## config.mk

```make
export PLATFORM = sky130hd
export DESIGN_NAME = midi_tx_queue
export DESIGN_NICKNAME = d
export VERILOG_FILES = /design/src/rtl/midi_tx_queue.sv
export SDC_FILE = /design/constraint.sdc
export NUM_CORES = 1
export LEC_CHECK = 0
export ABC_AREA = 1
export ABC_CLOCK_PERIOD_IN_PS = 2450
export CORE_AREA = 3 3 122 124
export CTS_CLUSTER_DIAMETER = 30
export DETAILED_ROUTE_END_ITERATION = 16
export DIE_AREA = 0 0 125 127
export PLACE_DENSITY = 0.67
export SLEW_MARGIN = 25
export SYNTH_ARGS = -nofsm -noshare
export SYNTH_HDL_FRONTEND = slang
export SYNTH_SLANG_ARGS = --single-unit
```

## constraint.sdc

```tcl
create_clock -name midi_system_clock -period 2.45 [get_ports midi_system_clock]
set_clock_uncertainty 0.15 [all_clocks]
set_input_delay 0.245 -clock midi_system_clock [delete_from_list [all_inputs] [get_ports midi_system_clock]]
set_output_delay 0.245 -clock midi_system_clock [all_outputs]
set_load 0.01 [all_outputs]
```

## src/rtl/midi_tx_queue.sv

```systemverilog
// rtl/midi_tx_queue.sv - MIDI byte FIFO and hold-register handshake adapter feeding the UART serializer
//
// Optional feature macro: MIDI_RUNNING_STATUS_EN (running-status compression at the write side).
//
// Ports:
//   midi_system_clock  block clock, shared with the serializer
//   midi_rst_n         asynchronous active-low reset
//   flush              one-cycle discard of all queued, not-yet-started bytes
//   in_valid/in_ready  upstream byte handshake, in_data carries the byte
//   uart_valid         byte offered to the serializer
//   uart_data          offered / in-flight byte, always driven from the hold register
//   uart_idle          serializer idle status (low = frame started)
//   uart_done          serializer completion pulse
//   level              FIFO occupancy, excluding the hold register
//   busy               FIFO non-empty or output FSM not in S_EMPTY
module midi_tx_queue #(
    parameter int DEPTH_LOG2 = 4
) (
    input  logic                  midi_system_clock,
    input  logic                  midi_rst_n,
    input  logic                  flush,
    input  logic                  in_valid,
    output logic                  in_ready,
    input  logic [7:0]            in_data,
    output logic                  uart_valid,
    output logic [7:0]            uart_data,
    input  logic                  uart_idle,
    input  logic                  uart_done,
    output logic [DEPTH_LOG2:0]   level,
    output logic                  busy
);

    localparam int DEPTH = 1 << DEPTH_LOG2;
    localparam logic [DEPTH_LOG2:0]   LEVEL_FULL = {1'b1, {DEPTH_LOG2{1'b0}}};
    localparam logic [DEPTH_LOG2:0]   LEVEL_ONE  = {{DEPTH_LOG2{1'b0}}, 1'b1};
    localparam logic [DEPTH_LOG2-1:0] PTR_ONE    = {{(DEPTH_LOG2-1){1'b0}}, 1'b1};

    typedef enum logic [1:0] {
        S_EMPTY = 2'd0,
        S_OFFER = 2'd1,
        S_SEND  = 2'd2
    } state_e;

    state_e                state_q;
    logic [7:0]            mem_q [DEPTH];
    logic [DEPTH_LOG2-1:0] wr_ptr_q, wr_ptr_d;
    logic [DEPTH_LOG2-1:0] rd_ptr_q, rd_ptr_d;
    logic [DEPTH_LOG2:0]   level_q, level_d;
    logic [7:0]            hold_q;
    logic                  uart_valid_q;
    logic                  accept;
    logic                  push;
    logic                  pop;

    // Gated by reset so the upstream never sees ready while the block is held in reset.
    assign in_ready = midi_rst_n & (level_q < LEVEL_FULL) & ~flush;
    assign accept   = in_valid & in_ready;

    // Load the hold register only from S_EMPTY; a flush in that cycle wins over the pop.
    assign pop = (state_q == S_EMPTY) && (level_q != '0) && !flush;

`ifdef MIDI_RUNNING_STATUS_EN
    logic [7:0] last_status_q, last_status_d;
    logic       is_chan_status;
    logic       is_sys_common;
    logic       rs_drop;

    always_comb begin
        is_chan_status = (in_data >= 8'h80) && (in_data <= 8'hEF);
        is_sys_common  = (in_data >= 8'hF0) && (in_data <= 8'hF7);
        // A repeated channel status is redundant: complete the handshake, queue nothing.
        rs_drop        = is_chan_status && (in_data == last_status_q);
        last_status_d  = last_status_q;
        if (flush) begin
            last_status_d = 8'h00;
        end else if (accept) begin
            if (is_chan_status) begin
                last_status_d = in_data;
            end else if (is_sys_common) begin
                last_status_d = 8'h00;
            end
        end
    end

    assign push = accept & ~rs_drop;

    always_ff @(posedge midi_system_clock or negedge midi_rst_n) begin
        if (!midi_rst_n) begin
            last_status_q <= 8'h00;
        end else begin
            last_status_q <= last_status_d;
        end
    end
`else
    assign push = accept;
`endif

    always_comb begin
        wr_ptr_d = wr_ptr_q;
        rd_ptr_d = rd_ptr_q;
        level_d  = level_q;
        if (flush) begin
            wr_ptr_d = '0;
            rd_ptr_d = '0;
            level_d  = '0;
        end else begin
            if (push) begin
                wr_ptr_d = wr_ptr_q + PTR_ONE;
            end
            if (pop) begin
                rd_ptr_d = rd_ptr_q + PTR_ONE;
            end
            if (push && !pop) begin
                level_d = level_q + LEVEL_ONE;
            end else if (pop && !push) begin
                level_d = level_q - LEVEL_ONE;
            end
        end
    end

    always_ff @(posedge midi_system_clock or negedge midi_rst_n) begin
        if (!midi_rst_n) begin
            wr_ptr_q <= '0;
            rd_ptr_q <= '0;
            level_q  <= '0;
        end else begin
            wr_ptr_q <= wr_ptr_d;
            rd_ptr_q <= rd_ptr_d;
            level_q  <= level_d;
        end
    end

    // Storage needs no reset: level guards every read.
    always_ff @(posedge midi_system_clock) begin
        if (push) begin
            mem_q[wr_ptr_q] <= in_data;
        end
    end

    always_ff @(posedge midi_system_clock or negedge midi_rst_n) begin
        if (!midi_rst_n) begin
            state_q      <= S_EMPTY;
            hold_q       <= 8'h00;
            uart_valid_q <= 1'b0;
        end else begin
            case (state_q)
                S_EMPTY: begin
                    if (pop) begin
                        hold_q       <= mem_q[rd_ptr_q];
                        state_q      <= S_OFFER;
                        uart_valid_q <= 1'b1;
                    end
                end
                S_OFFER: begin
                    // A frame that has already started takes priority over flush.
                    if (!uart_idle) begin
                        state_q      <= S_SEND;
                        uart_valid_q <= 1'b0;
                    end else if (flush) begin
                        state_q      <= S_EMPTY;
                        uart_valid_q <= 1'b0;
                    end
                end
                S_SEND: begin
                    // No pop here: the next offer waits one cycle so the serializer is idle again.
                    if (uart_done) begin
                        state_q <= S_EMPTY;
                    end
                end
                default: begin
                    state_q      <= S_EMPTY;
                    uart_valid_q <= 1'b0;
                end
            endcase
        end
    end

    assign uart_valid = uart_valid_q;
    assign uart_data  = hold_q;
    assign level      = level_q;
    assign busy       = (level_q != '0) || (state_q != S_EMPTY);

endmodule

```

==> impl_metrics.env <==
export IMPL_status="completed"
export IMPL_initial_core_util=0.496
export IMPL_design_core_area_sq_um=13900
export IMPL_worst_path_largest_cell_delay_ns=0.45
export IMPL_cts_setup_buffers=0
export IMPL_port_buffer_count=29
export IMPL_p_per_area_nw_per_um2=1010
export IMPL_drive_above_1_share=0.0971
export IMPL_cts_resized_gates=0
export IMPL_ys_async_sr_fraction=0.158
export IMPL_synth_lib_cells_used_distinct=30
export IMPL_p_total_mw=8.08
export IMPL_area_delta_synth_final_pct=16.5
export IMPL_swShare=0.336
export IMPL_synth_main_ff_cell="edfxtp_1"
export IMPL_yosysTopAreaCellShare=0.558
export IMPL_synth_largest_area_cell="edfxtp_1"
export IMPL_synth_nets=715
export IMPL_syn_cell_area_sq_um=6880
export IMPL_nNetsFinal=763
export IMPL_synth_area_top_cells="edfxtp_1 (56%), nand2_1 (12%), dfrtp_1 (8.7%), nand3_1 (7.6%), inv_1 (5.9%)"
export IMPL_cp_num_cells=13
export IMPL_hp_class="primary input to asynchronous set/reset pin"
export IMPL_synth_edff_count=128
export IMPL_maxCapViolCount=0
export IMPL_io_pins=30
export IMPL_instances_no_fill=932
export IMPL_start_kind="register"
export IMPL_yosys_warnings=0
export IMPL_p_int_mw=5.37
export IMPL_maxSlewHeadroom=0.503
export IMPL_gr_usage_all_layers=0.202
export IMPL_peakVddDrop_v=0.000636
export IMPL_dieArea_sq_um=15900
export IMPL_avgSynthCellArea_sq_um=9.96
export IMPL_net_switching_power_mw=2.71
export IMPL_critical_path_class="register to register"
export IMPL_via_count=4749
export IMPL_rsz0062_at_grt="no"
export IMPL_drc=0
export IMPL_slew_viol_final=0
export IMPL_cp_max_fo=9
export IMPL_pwr_share_comb=0.300
export IMPL_yosysSeqAreaShare=0.646
export IMPL_place_hpwl_um=9720
export IMPL_post_place_cells=900
export IMPL_required_ns=2.61
export IMPL_cp_num_buf_inv=0
export IMPL_antennaDiodeCount=0
export IMPL_cp_cell_sequence="nor2_1 > nand3_2 > nand2_4 > nand2_4 > fa_1 > nand3_1 > nand2_1 > nand2_1 > nand2_1 > nand2_1 > nand2_1 > nand2_1 > nand2_1"
export IMPL_die_h_um=127
export IMPL_die_x_um=125
export IMPL_synth_cells=691
export IMPL_grt_pass1_vias=4644
export IMPL_clockRootBuffer="clkbuf_16"
export IMPL_ff2ff_path_depth=13
export IMPL_clk_latency_ns=0.42
export IMPL_routabilityCongestion=0.868
export IMPL_worst_slew_pin_slew_ns=0.743
export IMPL_cp_data_arrival_time_ns=2.40
export IMPL_drt_wl_total_um=15300
export IMPL_fill_cells=1188
export IMPL_clkSlewWorstSetupHoldPaths_ns=0.06
export IMPL_final_hold_violation_count=0
export IMPL_holdWs_ns=0.200
export IMPL_yosysMostFrequentCell="nand2_1"
export IMPL_setup_violations=0
export IMPL_crit_slowest_cell="dfrtp_1"
export IMPL_numCtsBuffers=17
export IMPL_seqPwrFrac=0.381
export IMPL_dr_pass1_iters=5
export IMPL_antenna_found_initial=0
export IMPL_max_freq_ghz=0.447
export IMPL_cpMostUsedCell="nand2_1"
export IMPL_wl_per_cell_um=16.4
export IMPL_vias_per_cell=5.10
export IMPL_htreeDepth=4
export IMPL_crit_path_end_kind="register"
export IMPL_clockBufferDepth=2
export IMPL_fin_setup_tns_ns=0
export IMPL_grt_pass1_wl_um=24600
export IMPL_cts_sinks=152
export IMPL_drt_initial_drc_count=385
export IMPL_cts_tree="built"
export IMPL_period_share=0.914
export IMPL_ctsHoldBuffers=0
export IMPL_globalRouteOverflowTotal=0
export IMPL_power_frac_clock=0.319
export IMPL_grt_max_degree=67
export IMPL_power_leakage_nw=3.51
export IMPL_postRouteAntennaNets=0
export IMPL_row_count=43
export IMPL_crit_family="simple AND/OR/NAND/NOR gates"
export IMPL_period_needed_ns=2.24
export IMPL_ys_ff_latch=152
export IMPL_netlist_top_cells_count="nand2_1 (228), edfxtp_1 (128), inv_1 (108), nand3_1 (105), dfrtp_1 (24)"
per-layer routing:
layer / wire length [um] / share of wire / up-vias / track usage
li1: - / - / 2323 / -
met1: 6480 / 0.42 / 2259 / 0.266
met2: 7610 / 0.50 / 151 / 0.338
met3: 1020 / 0.067 / 16 / 0.0535
met4: 162 / 0.011 / 0 / 0.0529
met5: 0 / 0 / - / 0
final timing paths:
| kind | start | end | slack, ns |
|---|---|---|---|
| setup reg to reg | level[1] | level[4] | 0.21 |
| hold reg to reg | uart_valid | uart_valid | 0.32 |
| min in group midi_system_clock | uart_done | state_q[1] | 0.25 |
| max in group asynchronous | midi_rst_n | rd_ptr_q[0] | 1.69 |
| setup / recovery | level[1] | level[4] | 0.21 |
| hold / removal | midi_rst_n | level[4] | 0.20 |
layout make-up:
class	instances	area, sq um	share of cell area
Timing Repair Buffer	56	493	0.0615
Clock inverter	15	160	0.0200
Sequential cell	152	4450	0.554
Tap cell	180	225	0.0281
Clock buffer	17	425	0.0530
Inverter	115	437	0.0544
Multi-Input combinational cell	397	1830	0.229
sequential cells by signal, indices dropped and copies added, names as in the netlist:
name        cells
uart_data       8
mem_q         128
rd_ptr_q        4
state_q         2
level           5
uart_valid      1
wr_ptr_q        4
placed cells by master (no fill, tap or decap):
cell type	Yosys	layout
nand4_1	2	2
fa_1	1	1
inv_2	3	3
a21oi_1	5	5
a21oi_4	1	1
clkdlybuf4s50_1	0	29
nor3_1	1	1
nor2_2	3	3
nand2_4	2	2
dfrtp_1	24	23
clkinv_1	3	5
nand3b_1	1	1
nand3_4	1	1
clkinv_4	1	1
o21ai_0	7	7
nor2_1	23	23
o31ai_1	2	2
clkinv_2	0	5
nand2_1	228	228
nand3_1	105	105
nand3_2	2	2
inv_1	108	108
clkbuf_16	0	17
o21ai_2	1	1
buf_4	7	27
dfrtp_2	0	1
bufinv_16	0	3
edfxtp_1	128	128
xor2_1	2	2
ha_1	9	9
nand4_2	1	1
clkinvlp_4	0	5
metrics by stage:
step                      setup slack (ns)   util  area, sq um
after global routing                0.0446  0.578         8020
after CTS                            0.214  0.578         8020
final                                0.211  0.578         8020
after floorplan                      0.373      -         6880
after global placement               0.146  0.536         7430
after detailed placement            0.0923  0.536         7430
power by group through the flow:
stage	combinational (mW)	sequential, mW	clock [mW]
global placement	2.36	3.12	0
CTS	2.42	3.08	2.61
floorplan	1.62	3.16	0
detailed placement	2.39	3.13	0
finish	2.42	3.08	2.58
global route	2.70	3.10	2.73
logic make-up (layout without fill, tap and decap cells):
logic type	after synthesis	in the layout	share of synthesized area
compound gates	16	16	0.0145
fa+ha+maj	10	10	0.0193
xor+xnor	2	2	0.00254
buf+inv	142	203	0.0880
flops	152	152	0.646
simple gates	369	369	0.230
Power figures use the tool's default switching activity.
